--- src/rtl/wt_dcache_rd_ctrl_mp_pkg.sv ---
// Shared widths, FSM state encoding and cacheable-region config for the dcache read controller.
// Combinational helpers only; no timing or flow control of its own.
package wt_cache_pkg;

    localparam int DCACHE_SET_ASSOC    = 4;
    localparam int DCACHE_INDEX_WIDTH  = 12;
    localparam int DCACHE_OFFSET_WIDTH = 4;
    localparam int DCACHE_CL_IDX_WIDTH = DCACHE_INDEX_WIDTH - DCACHE_OFFSET_WIDTH;
    localparam int DCACHE_TAG_WIDTH    = 52;
    localparam int CACHE_ID_WIDTH      = 2;

    typedef enum logic [2:0] {
        IDLE,
        READ,
        MISS_REQ,
        MISS_WAIT,
        KILL_MISS,
        KILL_MISS_ACK,
        REPLAY_REQ,
        REPLAY_READ
    } rd_ctrl_state_e;

    typedef struct packed {
        logic [63:0] cached_base;
        logic [63:0] cached_len;
    } cfg_t;

    localparam cfg_t ArianeDefaultConfig = '{
        cached_base: 64'h0000_0000_8000_0000,
        cached_len:  64'h0000_0000_4000_0000
    };

    function automatic logic is_cacheable(cfg_t cfg, logic [63:0] paddr);
        return (paddr >= cfg.cached_base) && (paddr < (cfg.cached_base + cfg.cached_len));
    endfunction

endpackage

--- src/rtl/wt_dcache_rd_ctrl_mp_if.sv ---
// Bundle of load-port, cache read-port and miss-unit signals around the read controller.
// master = load units / cache / miss unit side, slave = the controller.
interface wt_dcache_rd_ctrl_mp_if #(
    parameter int NumPorts = 2
) ();
    import wt_cache_pkg::*;

    logic                                                cache_en;
    logic [NumPorts-1:0]                                 req;
    logic [NumPorts-1:0][DCACHE_INDEX_WIDTH-1:0]         idx;
    logic [NumPorts-1:0][1:0]                            size;
    logic [NumPorts-1:0][DCACHE_TAG_WIDTH-1:0]           tag;
    logic [NumPorts-1:0]                                 tag_vld;
    logic [NumPorts-1:0]                                 kill;
    logic [NumPorts-1:0]                                 gnt;
    logic [NumPorts-1:0]                                 rvalid;
    logic [63:0]                                         rdata;

    logic                                                miss_req;
    logic                                                miss_ack;
    logic                                                miss_replay;
    logic                                                miss_rtrn_vld;
    logic [63:0]                                         miss_paddr;
    logic                                                miss_nc;
    logic [2:0]                                          miss_size;
    logic [CACHE_ID_WIDTH-1:0]                           miss_id;
    logic [DCACHE_SET_ASSOC-1:0]                         miss_vld_bits;
    logic [DCACHE_SET_ASSOC-1:0]                         miss_ever_hit;

    logic                                                wr_cl_vld;
    logic                                                rd_req;
    logic                                                rd_ack;
    logic [DCACHE_TAG_WIDTH-1:0]                         rd_tag;
    logic [DCACHE_CL_IDX_WIDTH-1:0]                      rd_idx;
    logic [DCACHE_OFFSET_WIDTH-1:0]                      rd_off;
    logic [63:0]                                         rd_data;
    logic [DCACHE_SET_ASSOC-1:0]                         rd_vld_bits;
    logic [DCACHE_SET_ASSOC-1:0]                         rd_ever_hit;
    logic [DCACHE_SET_ASSOC-1:0]                         rd_hit_oh;
    logic                                                replay_sat;

    modport master (
        output cache_en, req, idx, size, tag, tag_vld, kill,
        output miss_ack, miss_replay, miss_rtrn_vld, wr_cl_vld,
        output rd_ack, rd_data, rd_vld_bits, rd_ever_hit, rd_hit_oh,
        input  gnt, rvalid, rdata, miss_req, miss_paddr, miss_nc, miss_size, miss_id,
        input  miss_vld_bits, miss_ever_hit, rd_req, rd_tag, rd_idx, rd_off, replay_sat
    );

    modport slave (
        input  cache_en, req, idx, size, tag, tag_vld, kill,
        input  miss_ack, miss_replay, miss_rtrn_vld, wr_cl_vld,
        input  rd_ack, rd_data, rd_vld_bits, rd_ever_hit, rd_hit_oh,
        output gnt, rvalid, rdata, miss_req, miss_paddr, miss_nc, miss_size, miss_id,
        output miss_vld_bits, miss_ever_hit, rd_req, rd_tag, rd_idx, rd_off, replay_sat
    );

endinterface

--- src/rtl/wt_dcache_rd_ctrl_mp_arb.sv ---
// Round-robin one-hot arbiter: first request at or after the pointer wins, combinationally.
// Pointer moves past the winner only when advance (an acknowledged grant) is high.
module rr_arb_onehot #(
    parameter int NumPorts = 2,
    parameter int IdxW     = (NumPorts > 1) ? $clog2(NumPorts) : 1
) (
    input  logic                clk,
    input  logic                rst,
    input  logic [NumPorts-1:0] req,
    input  logic                advance,
    output logic [NumPorts-1:0] gnt,
    output logic [IdxW-1:0]     gnt_idx,
    output logic                gnt_vld
);

    logic [IdxW-1:0] ptr_q;
    logic [IdxW-1:0] cand;

    always_comb begin
        gnt     = '0;
        gnt_idx = '0;
        gnt_vld = 1'b0;
        cand    = '0;
        for (int i = 0; i < NumPorts; i++) begin
            cand = IdxW'((int'(ptr_q) + i) % NumPorts);
            if (!gnt_vld && req[cand]) begin
                gnt_vld   = 1'b1;
                gnt_idx   = cand;
                gnt[cand] = 1'b1;
            end
        end
    end

    always_ff @(posedge clk) begin
        if (rst) begin
            ptr_q <= '0;
        end else if (advance && gnt_vld) begin
            ptr_q <= (gnt_idx == IdxW'(NumPorts - 1)) ? '0 : gnt_idx + 1'b1;
        end
    end

endmodule

--- src/rtl/wt_dcache_rd_ctrl_mp.sv ---
// Multi-port dcache read controller: one RR-arbitrated owner served by a hit/miss/replay FSM.
// Hits complete the cycle the tag is valid; repeated collisions escalate to a non-cacheable miss.
module wt_dcache_rd_ctrl_mp
    import wt_cache_pkg::*;
#(
    parameter int                        NumPorts   = 2,
    parameter logic [CACHE_ID_WIDTH-1:0] RdTxId     = 1,
    parameter int                        MaxReplays = 4,
    parameter cfg_t                      ArianeCfg  = ArianeDefaultConfig
) (
    input  logic                    clk,
    input  logic                    rst,
    wt_dcache_rd_ctrl_mp_if.slave   bus
);

    localparam int IdxW = (NumPorts > 1) ? $clog2(NumPorts) : 1;
    localparam int CntW = 4;
    localparam logic [CntW-1:0] MaxCnt   = CntW'(MaxReplays);
    localparam logic [CntW-1:0] MaxCntM1 = CntW'(MaxReplays - 1);

    rd_ctrl_state_e                  state_q, state_d;
    logic [IdxW-1:0]                 owner_q, owner_d;
    logic [CntW-1:0]                 cnt_q;
    logic                            forced_nc_q;
    logic                            rd_ack_q;
    logic                            sat_q;
    logic [DCACHE_TAG_WIDTH-1:0]     tag_q;
    logic [DCACHE_INDEX_WIDTH-1:0]   idx_q;
    logic [1:0]                      size_q;
    logic [DCACHE_SET_ASSOC-1:0]     vld_bits_q, ever_hit_q;

    logic [NumPorts-1:0]             arb_oh;
    logic [IdxW-1:0]                 arb_idx;
    logic                            arb_vld;
    logic                            take_new;
    logic                            enter_replay;
    logic                            latch_tag;
    logic                            latch_way;
    logic                            use_arb_addr;
    logic                            hit;
    logic [NumPorts-1:0]             gnt, rvalid;
    logic                            rd_req, miss_req;
    logic [DCACHE_INDEX_WIDTH-1:0]   rd_addr;
    logic [63:0]                     paddr;
    logic                            nc;

    rr_arb_onehot #(.NumPorts(NumPorts), .IdxW(IdxW)) u_arb (
        .clk     (clk),
        .rst     (rst),
        .req     (bus.req),
        .advance (take_new),
        .gnt     (arb_oh),
        .gnt_idx (arb_idx),
        .gnt_vld (arb_vld)
    );

    assign hit = (|bus.rd_hit_oh) & bus.cache_en & ~forced_nc_q;

    always_comb begin
        state_d      = state_q;
        owner_d      = owner_q;
        gnt          = '0;
        rvalid       = '0;
        rd_req       = 1'b0;
        miss_req     = 1'b0;
        take_new     = 1'b0;
        enter_replay = 1'b0;
        latch_tag    = 1'b0;
        latch_way    = 1'b0;
        use_arb_addr = 1'b0;

        unique case (state_q)
            IDLE: begin
                if (arb_vld) begin
                    rd_req       = 1'b1;
                    use_arb_addr = 1'b1;
                    take_new     = bus.rd_ack;
                end
            end
            READ, REPLAY_READ: begin
                rd_req = 1'b1;
                if (bus.kill[owner_q]) begin
                    rvalid[owner_q] = 1'b1;
                    state_d         = IDLE;
                end else if (bus.tag_vld[owner_q] || state_q == REPLAY_READ) begin
                    latch_tag = (state_q == READ);
                    latch_way = 1'b1;
                    // An escalated load ignores collisions: the array content no longer matters.
                    if (forced_nc_q) begin
                        state_d = MISS_REQ;
                    end else if (bus.wr_cl_vld || !rd_ack_q) begin
                        enter_replay = 1'b1;
                        state_d      = REPLAY_REQ;
                    end else if (hit) begin
                        rvalid[owner_q] = 1'b1;
                        state_d         = IDLE;
                        if (arb_vld) begin
                            use_arb_addr = 1'b1;
                            take_new     = bus.rd_ack;
                        end
                    end else begin
                        state_d = MISS_REQ;
                    end
                end
            end
            MISS_REQ: begin
                miss_req = 1'b1;
                if (bus.kill[owner_q]) begin
                    rvalid[owner_q] = 1'b1;
                    state_d         = bus.miss_ack ? KILL_MISS : KILL_MISS_ACK;
                end else if (bus.miss_replay) begin
                    enter_replay = 1'b1;
                    state_d      = REPLAY_REQ;
                end else if (bus.miss_ack) begin
                    state_d = MISS_WAIT;
                end
            end
            MISS_WAIT: begin
                if (bus.kill[owner_q]) begin
                    rvalid[owner_q] = 1'b1;
                    state_d         = bus.miss_rtrn_vld ? IDLE : KILL_MISS;
                end else if (bus.miss_rtrn_vld) begin
                    rvalid[owner_q] = 1'b1;
                    state_d         = IDLE;
                end
            end
            KILL_MISS_ACK: begin
                miss_req = 1'b1;
                if (bus.miss_replay) begin
                    state_d = IDLE;
                end else if (bus.miss_ack) begin
                    state_d = KILL_MISS;
                end
            end
            KILL_MISS: begin
                if (bus.miss_rtrn_vld) begin
                    state_d = IDLE;
                end
            end
            REPLAY_REQ: begin
                rd_req = 1'b1;
                if (bus.kill[owner_q]) begin
                    rvalid[owner_q] = 1'b1;
                    state_d         = IDLE;
                end else if (bus.rd_ack) begin
                    state_d = REPLAY_READ;
                end
            end
            default: state_d = IDLE;
        endcase

        if (take_new) begin
            gnt     = arb_oh;
            owner_d = arb_idx;
            state_d = READ;
        end
    end

    always_ff @(posedge clk) begin
        if (rst) begin
            state_q     <= IDLE;
            owner_q     <= '0;
            cnt_q       <= '0;
            forced_nc_q <= 1'b0;
            rd_ack_q    <= 1'b0;
            sat_q       <= 1'b0;
            tag_q       <= '0;
            idx_q       <= '0;
            size_q      <= '0;
            vld_bits_q  <= '0;
            ever_hit_q  <= '0;
        end else begin
            state_q  <= state_d;
            owner_q  <= owner_d;
            rd_ack_q <= bus.rd_ack;
            sat_q    <= 1'b0;
            if (take_new) begin
                idx_q       <= bus.idx[arb_idx];
                size_q      <= bus.size[arb_idx];
                cnt_q       <= '0;
                forced_nc_q <= 1'b0;
            end
            if (latch_tag) begin
                tag_q <= bus.tag[owner_q];
            end
            if (latch_way) begin
                vld_bits_q <= bus.rd_vld_bits;
                ever_hit_q <= bus.rd_ever_hit;
            end
            if (enter_replay) begin
                if (cnt_q < MaxCnt) begin
                    cnt_q <= cnt_q + 1'b1;
                end
                if (cnt_q == MaxCntM1) begin
                    forced_nc_q <= 1'b1;
                    sat_q       <= 1'b1;
                end
            end
        end
    end

    assign rd_addr = use_arb_addr ? bus.idx[arb_idx] : idx_q;
    assign paddr   = {tag_q, idx_q};
    assign nc      = ~bus.cache_en | forced_nc_q | ~is_cacheable(ArianeCfg, paddr);

    assign bus.gnt           = gnt;
    assign bus.rvalid        = rvalid;
    assign bus.rdata         = bus.rd_data;
    assign bus.rd_req        = rd_req;
    assign bus.rd_idx        = rd_addr[DCACHE_INDEX_WIDTH-1:DCACHE_OFFSET_WIDTH];
    assign bus.rd_off        = rd_addr[DCACHE_OFFSET_WIDTH-1:0];
    assign bus.rd_tag        = (state_q == READ) ? bus.tag[owner_q] : tag_q;
    assign bus.miss_req      = miss_req;
    assign bus.miss_paddr    = paddr;
    assign bus.miss_nc       = nc;
    assign bus.miss_size     = nc ? {1'b0, size_q} : 3'b111;
    assign bus.miss_id       = RdTxId;
    assign bus.miss_vld_bits = vld_bits_q;
    assign bus.miss_ever_hit = ever_hit_q;
    assign bus.replay_sat    = sat_q;

endmodule

--- src/flat_wrapper.sv ---
// flat-port wrapper written by rule: the top's interface ports become plain ports
module wt_dcache_rd_ctrl_mp_flat import wt_cache_pkg::*;
#(
    parameter int                        NumPorts   = 2,
    parameter logic [CACHE_ID_WIDTH-1:0] RdTxId     = 1,
    parameter int                        MaxReplays = 4,
    parameter cfg_t                      ArianeCfg  = ArianeDefaultConfig
)
  (clk, rst, bus_cache_en, bus_req, bus_idx, bus_size, bus_tag, bus_tag_vld, bus_kill, bus_miss_ack, bus_miss_replay, bus_miss_rtrn_vld, bus_wr_cl_vld, bus_rd_ack, bus_rd_data, bus_rd_vld_bits, bus_rd_ever_hit, bus_rd_hit_oh, bus_gnt, bus_rvalid, bus_rdata, bus_miss_req, bus_miss_paddr, bus_miss_nc, bus_miss_size, bus_miss_id, bus_miss_vld_bits, bus_miss_ever_hit, bus_rd_req, bus_rd_tag, bus_rd_idx, bus_rd_off, bus_replay_sat);
  wt_dcache_rd_ctrl_mp_if #(.NumPorts(NumPorts)) bus_i ();
  input  logic clk;
  input  logic rst;
  input wire logic [$bits(bus_i.cache_en)-1:0] bus_cache_en;
  input wire logic [$bits(bus_i.req)-1:0] bus_req;
  input wire logic [$bits(bus_i.idx)-1:0] bus_idx;
  input wire logic [$bits(bus_i.size)-1:0] bus_size;
  input wire logic [$bits(bus_i.tag)-1:0] bus_tag;
  input wire logic [$bits(bus_i.tag_vld)-1:0] bus_tag_vld;
  input wire logic [$bits(bus_i.kill)-1:0] bus_kill;
  input wire logic [$bits(bus_i.miss_ack)-1:0] bus_miss_ack;
  input wire logic [$bits(bus_i.miss_replay)-1:0] bus_miss_replay;
  input wire logic [$bits(bus_i.miss_rtrn_vld)-1:0] bus_miss_rtrn_vld;
  input wire logic [$bits(bus_i.wr_cl_vld)-1:0] bus_wr_cl_vld;
  input wire logic [$bits(bus_i.rd_ack)-1:0] bus_rd_ack;
  input wire logic [$bits(bus_i.rd_data)-1:0] bus_rd_data;
  input wire logic [$bits(bus_i.rd_vld_bits)-1:0] bus_rd_vld_bits;
  input wire logic [$bits(bus_i.rd_ever_hit)-1:0] bus_rd_ever_hit;
  input wire logic [$bits(bus_i.rd_hit_oh)-1:0] bus_rd_hit_oh;
  output wire logic [$bits(bus_i.gnt)-1:0] bus_gnt;
  output wire logic [$bits(bus_i.rvalid)-1:0] bus_rvalid;
  output wire logic [$bits(bus_i.rdata)-1:0] bus_rdata;
  output wire logic [$bits(bus_i.miss_req)-1:0] bus_miss_req;
  output wire logic [$bits(bus_i.miss_paddr)-1:0] bus_miss_paddr;
  output wire logic [$bits(bus_i.miss_nc)-1:0] bus_miss_nc;
  output wire logic [$bits(bus_i.miss_size)-1:0] bus_miss_size;
  output wire logic [$bits(bus_i.miss_id)-1:0] bus_miss_id;
  output wire logic [$bits(bus_i.miss_vld_bits)-1:0] bus_miss_vld_bits;
  output wire logic [$bits(bus_i.miss_ever_hit)-1:0] bus_miss_ever_hit;
  output wire logic [$bits(bus_i.rd_req)-1:0] bus_rd_req;
  output wire logic [$bits(bus_i.rd_tag)-1:0] bus_rd_tag;
  output wire logic [$bits(bus_i.rd_idx)-1:0] bus_rd_idx;
  output wire logic [$bits(bus_i.rd_off)-1:0] bus_rd_off;
  output wire logic [$bits(bus_i.replay_sat)-1:0] bus_replay_sat;
  assign bus_i.cache_en = bus_cache_en;
  assign bus_i.req = bus_req;
  assign bus_i.idx = bus_idx;
  assign bus_i.size = bus_size;
  assign bus_i.tag = bus_tag;
  assign bus_i.tag_vld = bus_tag_vld;
  assign bus_i.kill = bus_kill;
  assign bus_i.miss_ack = bus_miss_ack;
  assign bus_i.miss_replay = bus_miss_replay;
  assign bus_i.miss_rtrn_vld = bus_miss_rtrn_vld;
  assign bus_i.wr_cl_vld = bus_wr_cl_vld;
  assign bus_i.rd_ack = bus_rd_ack;
  assign bus_i.rd_data = bus_rd_data;
  assign bus_i.rd_vld_bits = bus_rd_vld_bits;
  assign bus_i.rd_ever_hit = bus_rd_ever_hit;
  assign bus_i.rd_hit_oh = bus_rd_hit_oh;
  assign bus_gnt = bus_i.gnt;
  assign bus_rvalid = bus_i.rvalid;
  assign bus_rdata = bus_i.rdata;
  assign bus_miss_req = bus_i.miss_req;
  assign bus_miss_paddr = bus_i.miss_paddr;
  assign bus_miss_nc = bus_i.miss_nc;
  assign bus_miss_size = bus_i.miss_size;
  assign bus_miss_id = bus_i.miss_id;
  assign bus_miss_vld_bits = bus_i.miss_vld_bits;
  assign bus_miss_ever_hit = bus_i.miss_ever_hit;
  assign bus_rd_req = bus_i.rd_req;
  assign bus_rd_tag = bus_i.rd_tag;
  assign bus_rd_idx = bus_i.rd_idx;
  assign bus_rd_off = bus_i.rd_off;
  assign bus_replay_sat = bus_i.replay_sat;
  wt_dcache_rd_ctrl_mp #(.NumPorts(NumPorts), .RdTxId(RdTxId), .MaxReplays(MaxReplays), .ArianeCfg(ArianeCfg)) u_core (.clk(clk), .rst(rst), .bus(bus_i));
endmodule
--- config.mk ---
export PLATFORM = sky130hd
export DESIGN_NAME = wt_dcache_rd_ctrl_mp_flat
export DESIGN_NICKNAME = d
export VERILOG_FILES = /design/src/rtl/wt_dcache_rd_ctrl_mp_pkg.sv /design/src/rtl/wt_dcache_rd_ctrl_mp_if.sv /design/src/rtl/wt_dcache_rd_ctrl_mp_arb.sv /design/src/rtl/wt_dcache_rd_ctrl_mp.sv /design/src/flat_wrapper.sv
export SDC_FILE = /design/constraint.sdc
export NUM_CORES = 1
export LEC_CHECK = 0
export ABC_AREA = 1
export CORE_AREA = 2 2 170 172
export CTS_CLUSTER_DIAMETER = 60
export DETAILED_ROUTE_END_ITERATION = 8
export DIE_AREA = 0 0 172 174
export PLACE_DENSITY = 0.59
export SYNTH_ARGS = -nofsm -noshare
export SYNTH_HDL_FRONTEND = slang
export SYNTH_SLANG_ARGS = --single-unit
--- constraint.sdc ---
create_clock -name clk -period 2 [get_ports clk]
set_input_delay 0.3 -clock clk [delete_from_list [all_inputs] [get_ports clk]]
set_output_delay 0.3 -clock clk [all_outputs]
set_load 0.05 [all_outputs]
==> metrics.csv, run 1 <==
metric;value;unit
clock-pin slew on the worst setup and hold paths;60;ps
Core Box Area;28200;µm²
CP Data Arrival Time;1890;ps
mean area per synthesized cell;6.06;µm²
Lkg Pwr;4.61;nW
Clk Latency, worst-skew pair;350;ps
Max stage delay on crit path;400;ps
final instance area;11100;µm²
Critical Path, Cell by Cell;inv_6 -> nand2_2 -> nand2_2 -> nand2_2 -> nand3_4 -> o21bai_4 -> buf_6 -> buf_12 -> nand2_8 -> nor2_4 -> buf_12;
fmax;457;MHz
fin crit period;2190;ps
Syn-to-layout area delta;94.5;%
EDFF count, synth;0;
flops & latches, synth;86;
Die ar.;29900;µm²
violated checks;setup timing;
H-tree depth;3;
Max Clock Skew;11.0;ps
Final #Nets;1453;
P_sw;2.53;mW
IO Count;435;
hpwl dp;18900;µm
Starting Density;20.2;%
die extent in y;174;µm
combinational fraction of design power;46.8;%
final period utilization;109;%
initial antenna violation count;0;
CTS tree;yes;
Die Width;172;µm
Sink Count;86;
port bufs;304;
status;complete, but fails checks;
RSZ-0062 raised after global routing;true;
Yosys top cell by area;dfxtp_1;
root buffer cell;clkbuf_16;
CTS max path bufs;2;
R2R setup slack;90;ps
global-route wire length before repair;39800;µm
Yosys Warn Count;0;
CTS Hold Bufs;0;
Post-synth top flop;dfxtp_1;
most frequent CP cell;nand2_2;
Seq/Total Area, Yosys;30.2;%
Final Hold Vio Count;0;
first-pass iteration count of the detailed router;5;
Setup CP Type;flop to primary output;
slew at the pin closest to its max-slew limit;558;ps
share of post-route cells with drive strength above 1;24.7;%
max_cap viols;0;
Critical Path Fanout Max;8;
Power Internal;4.19;mW
worst setup margin;-186;ps
routed vias/inst;4.48;
Min-Delay Path Class;flop to flop;
highest-delay cell along the critical path;dfxtp_4;
Rows;62;
Rel. slew slack;62.7;%
syn nets;1165;
Pwr Density;605;nW/µm²
crit start category;flop;
Routed Antenna Nets;0;
dpl ws;-202;ps
ys async rst share;0;%
final number of max-transition violations;0;
sequential power share;27.5;%
DRT Wirelength;27000;µm
wire length per cell;16.7;µm
vias in the first global route;7012;
Setup crit end kind;primary output;
largest net degree at the start of global routing;48;
Net Sw Frac;37.7;%
final setup fails;58;
Post-Syn Area;5710;µm²
required time worst endpoint;1700;ps
antenna diode count;0;
Syn Inst Count;942;
power share of the clock group;25.6;%
Post-synth top cells;nand2_1 (313), o21ai_0 (138), inv_1 (104), dfxtp_1 (86);
post-synth top area share;30.2;%
Final Power;6.72;mW
top cells by area, synth;dfxtp_1 (30%), nand2_1 (21%), o21ai_0 (12%);
GR Util All Layers;17.3;%
distinct cell type count after synthesis;26;
initial drt markers;572;
leading cell type by number of instances after synthesis;nand2_1;
DP Area;9720;µm²
vias;7258;
# DRC;0;
Max IR drop VDD;324;µV
grt ovf;0;
Placer Congestion;0.850;
CTS Buf Count;9;
[cell families (layout without fill, tap and decap cells)]
logic type / count (synthesis) / count (layout) / share of synthesized area, %
simple gates: 407 / 407 / 29.6
buf+inv: 226 / 519 / 20.2
compound gates: 220 / 220 / 19.7
flops: 86 / 86 / 30.2
other cells: 2 / 2 / 0.132
fa+ha+maj: 1 / 1 / 0.219
[critical path, delay by kind of cell, from the launching register on]
family                 cells  cell delay (ps)
buffers and inverters      4              490
AND/OR/NAND/NOR            6              470
flip-flops                 1              400
AO/OA/AOI/OAI              1              170
[flip-flops by register name, indices dropped and copies added, names as in the netlist, 2 cells and up]
register	count
u_core.size_q	2
u_core.state_q	3
u_core.bus.miss_ever_hit	4
u_core.bus.miss_vld_bits	4
u_core.cnt_q	4
u_core.tag_q	52
u_core.idx_q	12
[power by group through the flow]
stage	logic, mW	registers (mW)	clock network (mW)
2_1_floorplan	1.49	2.09	0
3_3_place_gp	2.71	1.88	0
3_5_place_dp	2.72	1.88	0
4_1_cts	3.09	1.85	1.79
5_1_grt	3.31	1.86	1.85
6_report	3.15	1.85	1.72
[per-stage QoR]
step | hold WS (ps) | utilization [%] | instances | TNS (ps)
after floorplan | 369 | - | 942 | -3860
after global placement | 416 | 34.4 | 1557 | -4570
after CTS | 427 | 38.5 | 1606 | -8420
final | 424 | 39.3 | 1619 | -3910
after global routing | 437 | 39.3 | 1619 | -10460
after detailed placement | 417 | 34.4 | 1557 | -5390
[placed cells by master, fill, tap and decap left out, types with 15 or more instances in the layout]
| cell | netlist | routed |
|---|---|---|
| a21oi_1 | 69 | 69 |
| buf_12 | 0 | 81 |
| buf_4 | 69 | 66 |
| clkdlybuf4s50_1 | 0 | 217 |
| dfxtp_1 | 86 | 70 |
| inv_1 | 104 | 83 |
| inv_2 | 0 | 18 |
| nand2_1 | 313 | 292 |
| nand2_2 | 3 | 15 |
| nand3_1 | 22 | 20 |
| nand4_1 | 24 | 24 |
| nor2_1 | 32 | 20 |
| o21ai_0 | 138 | 75 |
| o21ai_1 | 7 | 40 |
| o21ai_2 | 0 | 17 |
[cell type report]
cell class / instances / area, µm²
clock inverters: 5 / 60.1
repair buffers: 399 / 4870
inverters: 104 / 410
clock buffers: 11 / 233
well taps: 384 / 480
flip-flops and latches: 86 / 1750
fillers: 2868 / 17100
multi-input cells: 630 / 3310
[final timing paths]
path,from,end,cells after the start
worst min register to register,u_core.cnt_q[3],u_core.cnt_q[3],2
worst max-delay path,u_core.owner_q,bus_gnt[0],11
worst min-delay path,u_core.cnt_q[3],u_core.cnt_q[3],2
worst max register to register,u_core.owner_q,u_core.idx_q[2],13
[timing repair]
item / in CTS / in global routing
setup endpoints to repair: 73 / 76
resized for setup: 125 / 47
pin swaps: 18 / 16
cloned: 10 / 2
setup buffers: 25 / 13
[metal layers]
| layer | GRT usage, % | vias to the layer above | wire length [µm] |
|---|---|---|---|
| met5 | 0 | - | 0 |
| met4 | 6.16 | 0 | 883 |
| met3 | 4.67 | 68 | 2240 |
| met2 | 31.3 | 319 | 13600 |
| met1 | 19.4 | 3347 | 10300 |
| li1 | - | 3524 | - |
(Power assumes the default switching activity.)
==> inputs of run 2 (changes only) <==
CAP_MARGIN = 20   (was not set)
SKIP_CTS_REPAIR_TIMING = 1   (was not set)
==> run 2 against run 1 <==
Net effect: the flow still finishes with violations (setup timing); largest cell class unchanged; hold slack better by 1.4 ps; clock power barely moved; critical path depth unchanged; total power shrank 3.6%; worst setup slack worse by 23 ps; sequential power is essentially flat.
==> metrics.csv, run 2 (same netlist as run 1, synthesis figures left out) <==
metric;value;unit;change
most frequent cells in the layout;nand2_1 (297), clkdlybuf4s50_1 (222), inv_1 (94);;
initial drt markers;502;;-12%
reg-to-reg startpoint;u_core.owner_q;;
port bufs;304;;unchanged
Max IR drop VDD;321;µV;-1.0%
CTS max path bufs;2;;unchanged
fin cells;1593;;-1.6%
CP Data Arrival Time;1910;ps;+20 ps
largest net degree at the start of global routing;63;;+31%
Pwr Density;612;nW/µm²;+1.2%
final instance area;10600;µm²;-4.8%
H-tree depth;3;;unchanged
global-route wire length before repair;35200;µm;-12%
power share of the clock group;26.5;%;+0.9 points
worst hold start;u_core.cnt_q[3];;
fin crit period;2210;ps;+22.6 ps
Setup crit end kind;primary output;;
Final Power;6.47;mW;-3.6%
Min Hold Slack;425;ps;+1.44 ps
Rows;62;;unchanged
root buffer cell;clkbuf_16;;
Critical path origin;bus_tag_vld[0];;
dpl ws;-202;ps;unchanged
crit start category;primary input;;
# DRC;0;;unchanged
Clk Latency, worst-skew pair;340;ps;about the same
global-route met1 utilization;17.4;%;-2.0 points
status;complete, but fails checks;;
P_sw;2.42;mW;-4.3%
most common cell after layout, fill and taps aside;nand2_1;;
Power Internal;4.05;mW;-3.2%
met2 usage;26.5;%;-4.8 points
antenna diode count;0;;unchanged
Critical Path Fanout Max;7;;-1
IO Count;435;;unchanged
Lkg Pwr;4.39;nW;-4.8%
Biggest register;u_core.tag_q;;
required time worst endpoint;1700;ps;about the same
Max Clock Skew;11.3;ps;+0.363 ps
Starting Density;20.2;%;unchanged
Die ar.;29900;µm²;unchanged
vias in the first global route;6483;;-7.5%
met3 Usage GRT;4.44;%;-0.23 points
Min-Delay Path Depth;2;;unchanged
combinational fraction of design power;44.9;%;-1.9 points
final setup fails;61;;+5.2%
Core Box Area;28200;µm²;unchanged
final setup TNS;-4750;ps;-837 ps
max_cap viols;0;;unchanged
Net Sw Frac;37.4;%;-0.26 points
Min-Delay Path Class;flop to flop;;
GR Util All Layers;15.0;%;-2.3 points
die extent in y;174;µm;unchanged
sequential power share;28.5;%;+1.0 points
DRT Wirelength;26000;µm;-3.6%
wire length per cell;16.3;µm;-2.1%
max FFs per register;52;;unchanged
Rel. slew slack;62.6;%;-0.091 points
Syn-to-layout area delta;85.3;%;
share of post-route cells with drive strength above 1;20.2;%;-4.5 points
final number of max-transition violations;0;;unchanged
Top Registers;u_core.tag_q: 52 flops, u_core.idx_q: 12 flops;;
fmax;453;MHz;-1.0%
routed vias/inst;4.40;;-1.8%
# fillers;2920;;+1.8%
Final #Nets;1427;;-1.8%
vias;7013;;-3.4%
Placed Cells;1557;;unchanged
Most Crowded Layer GR;met2;;
final core area utilization;37.5;%;-1.9 points
Routed Antenna Nets;0;;unchanged
slew at the pin closest to its max-slew limit;559;ps;+1.37 ps
final period utilization;110;%;+1.1 points
Die Width;172;µm;unchanged
hpwl dp;18900;µm;unchanged
Setup CP Type;primary input to primary output;;
RSZ-0062 raised after global routing;true;;
worst setup margin;-209;ps;-22.6 ps
CTS Buf Count;9;;unchanged
clock-pin slew on the worst setup and hold paths;60;ps;about the same
first-pass iteration count of the detailed router;5;;unchanged
Worst R2R Path Depth;11;;-2
Placer Congestion;0.850;;unchanged
CTS tree;yes;;
grt ovf;0;;unchanged
initial antenna violation count;0;;unchanged
Sink Count;86;;unchanged
violated checks;setup timing;;
Final Hold Vio Count;0;;unchanged
DP Area;9720;µm²;unchanged
## run 2: cell count changes in the layout (fill, tap and decap cells not counted), sizes merged, moves of 2 or more
cell / previous run / this run
buf: 172 / 142
clkbuf: 12 / 17
clkdlybuf4s50: 217 / 222
dlygate4sd2: 7 / 0
dlymetal6s2s: 1 / 3
## run 2: final cells by class
type | instances | area [µm²] | share of cell area [%]
clock buffers | 11 | 233 | 2.20
clock inverters | 5 | 60.1 | 0.568
inverters | 104 | 400 | 3.79
multi-input cells | 630 | 3110 | 29.4
flip-flops and latches | 86 | 1740 | 16.5
well taps | 384 | 480 | 4.54
repair buffers | 373 | 4560 | 43.1
## run 2: power groups by stage
| stage | Clock [mW] | Combinational (mW) | Sequential (mW) |
|---|---|---|---|
| after floorplan | 0 | 1.49 | 2.09 |
| after global placement | 0 | 2.71 | 1.88 |
| after detailed placement | 0 | 2.72 | 1.88 |
| after CTS | 1.79 | 2.73 | 1.84 |
| after global routing | 1.85 | 3.07 | 1.86 |
| final | 1.72 | 2.91 | 1.85 |
## run 2: worst max-delay path, stage by stage
cell and delay [ps]:
clkdlybuf4s50_1 460, inv_1 50, nand2_2 60, nand2_2 70, nand2_2 100, nand3_4 90, o21bai_4 280, clkbuf_16 220
nand2_2 50, o21ai_2 70, buf_12 160
## run 2: worst paths after layout
| check | endpoint | slack, ps |
|---|---|---|
| max | bus_rd_idx[6] | -210 |
| min | u_core.cnt_q[3] | 430 |
| max reg2reg | u_core.idx_q[3] | 120 |
| min reg2reg | u_core.cnt_q[3] | 430 |
## run 2: layer usage
layer / part of all wire [%] / up-vias
met5: 0 / -
met1: 40 / 3190
met3: 8.0 / 46
met2: 50 / 305
met4: 2.0 / 0
li1: - / 3472
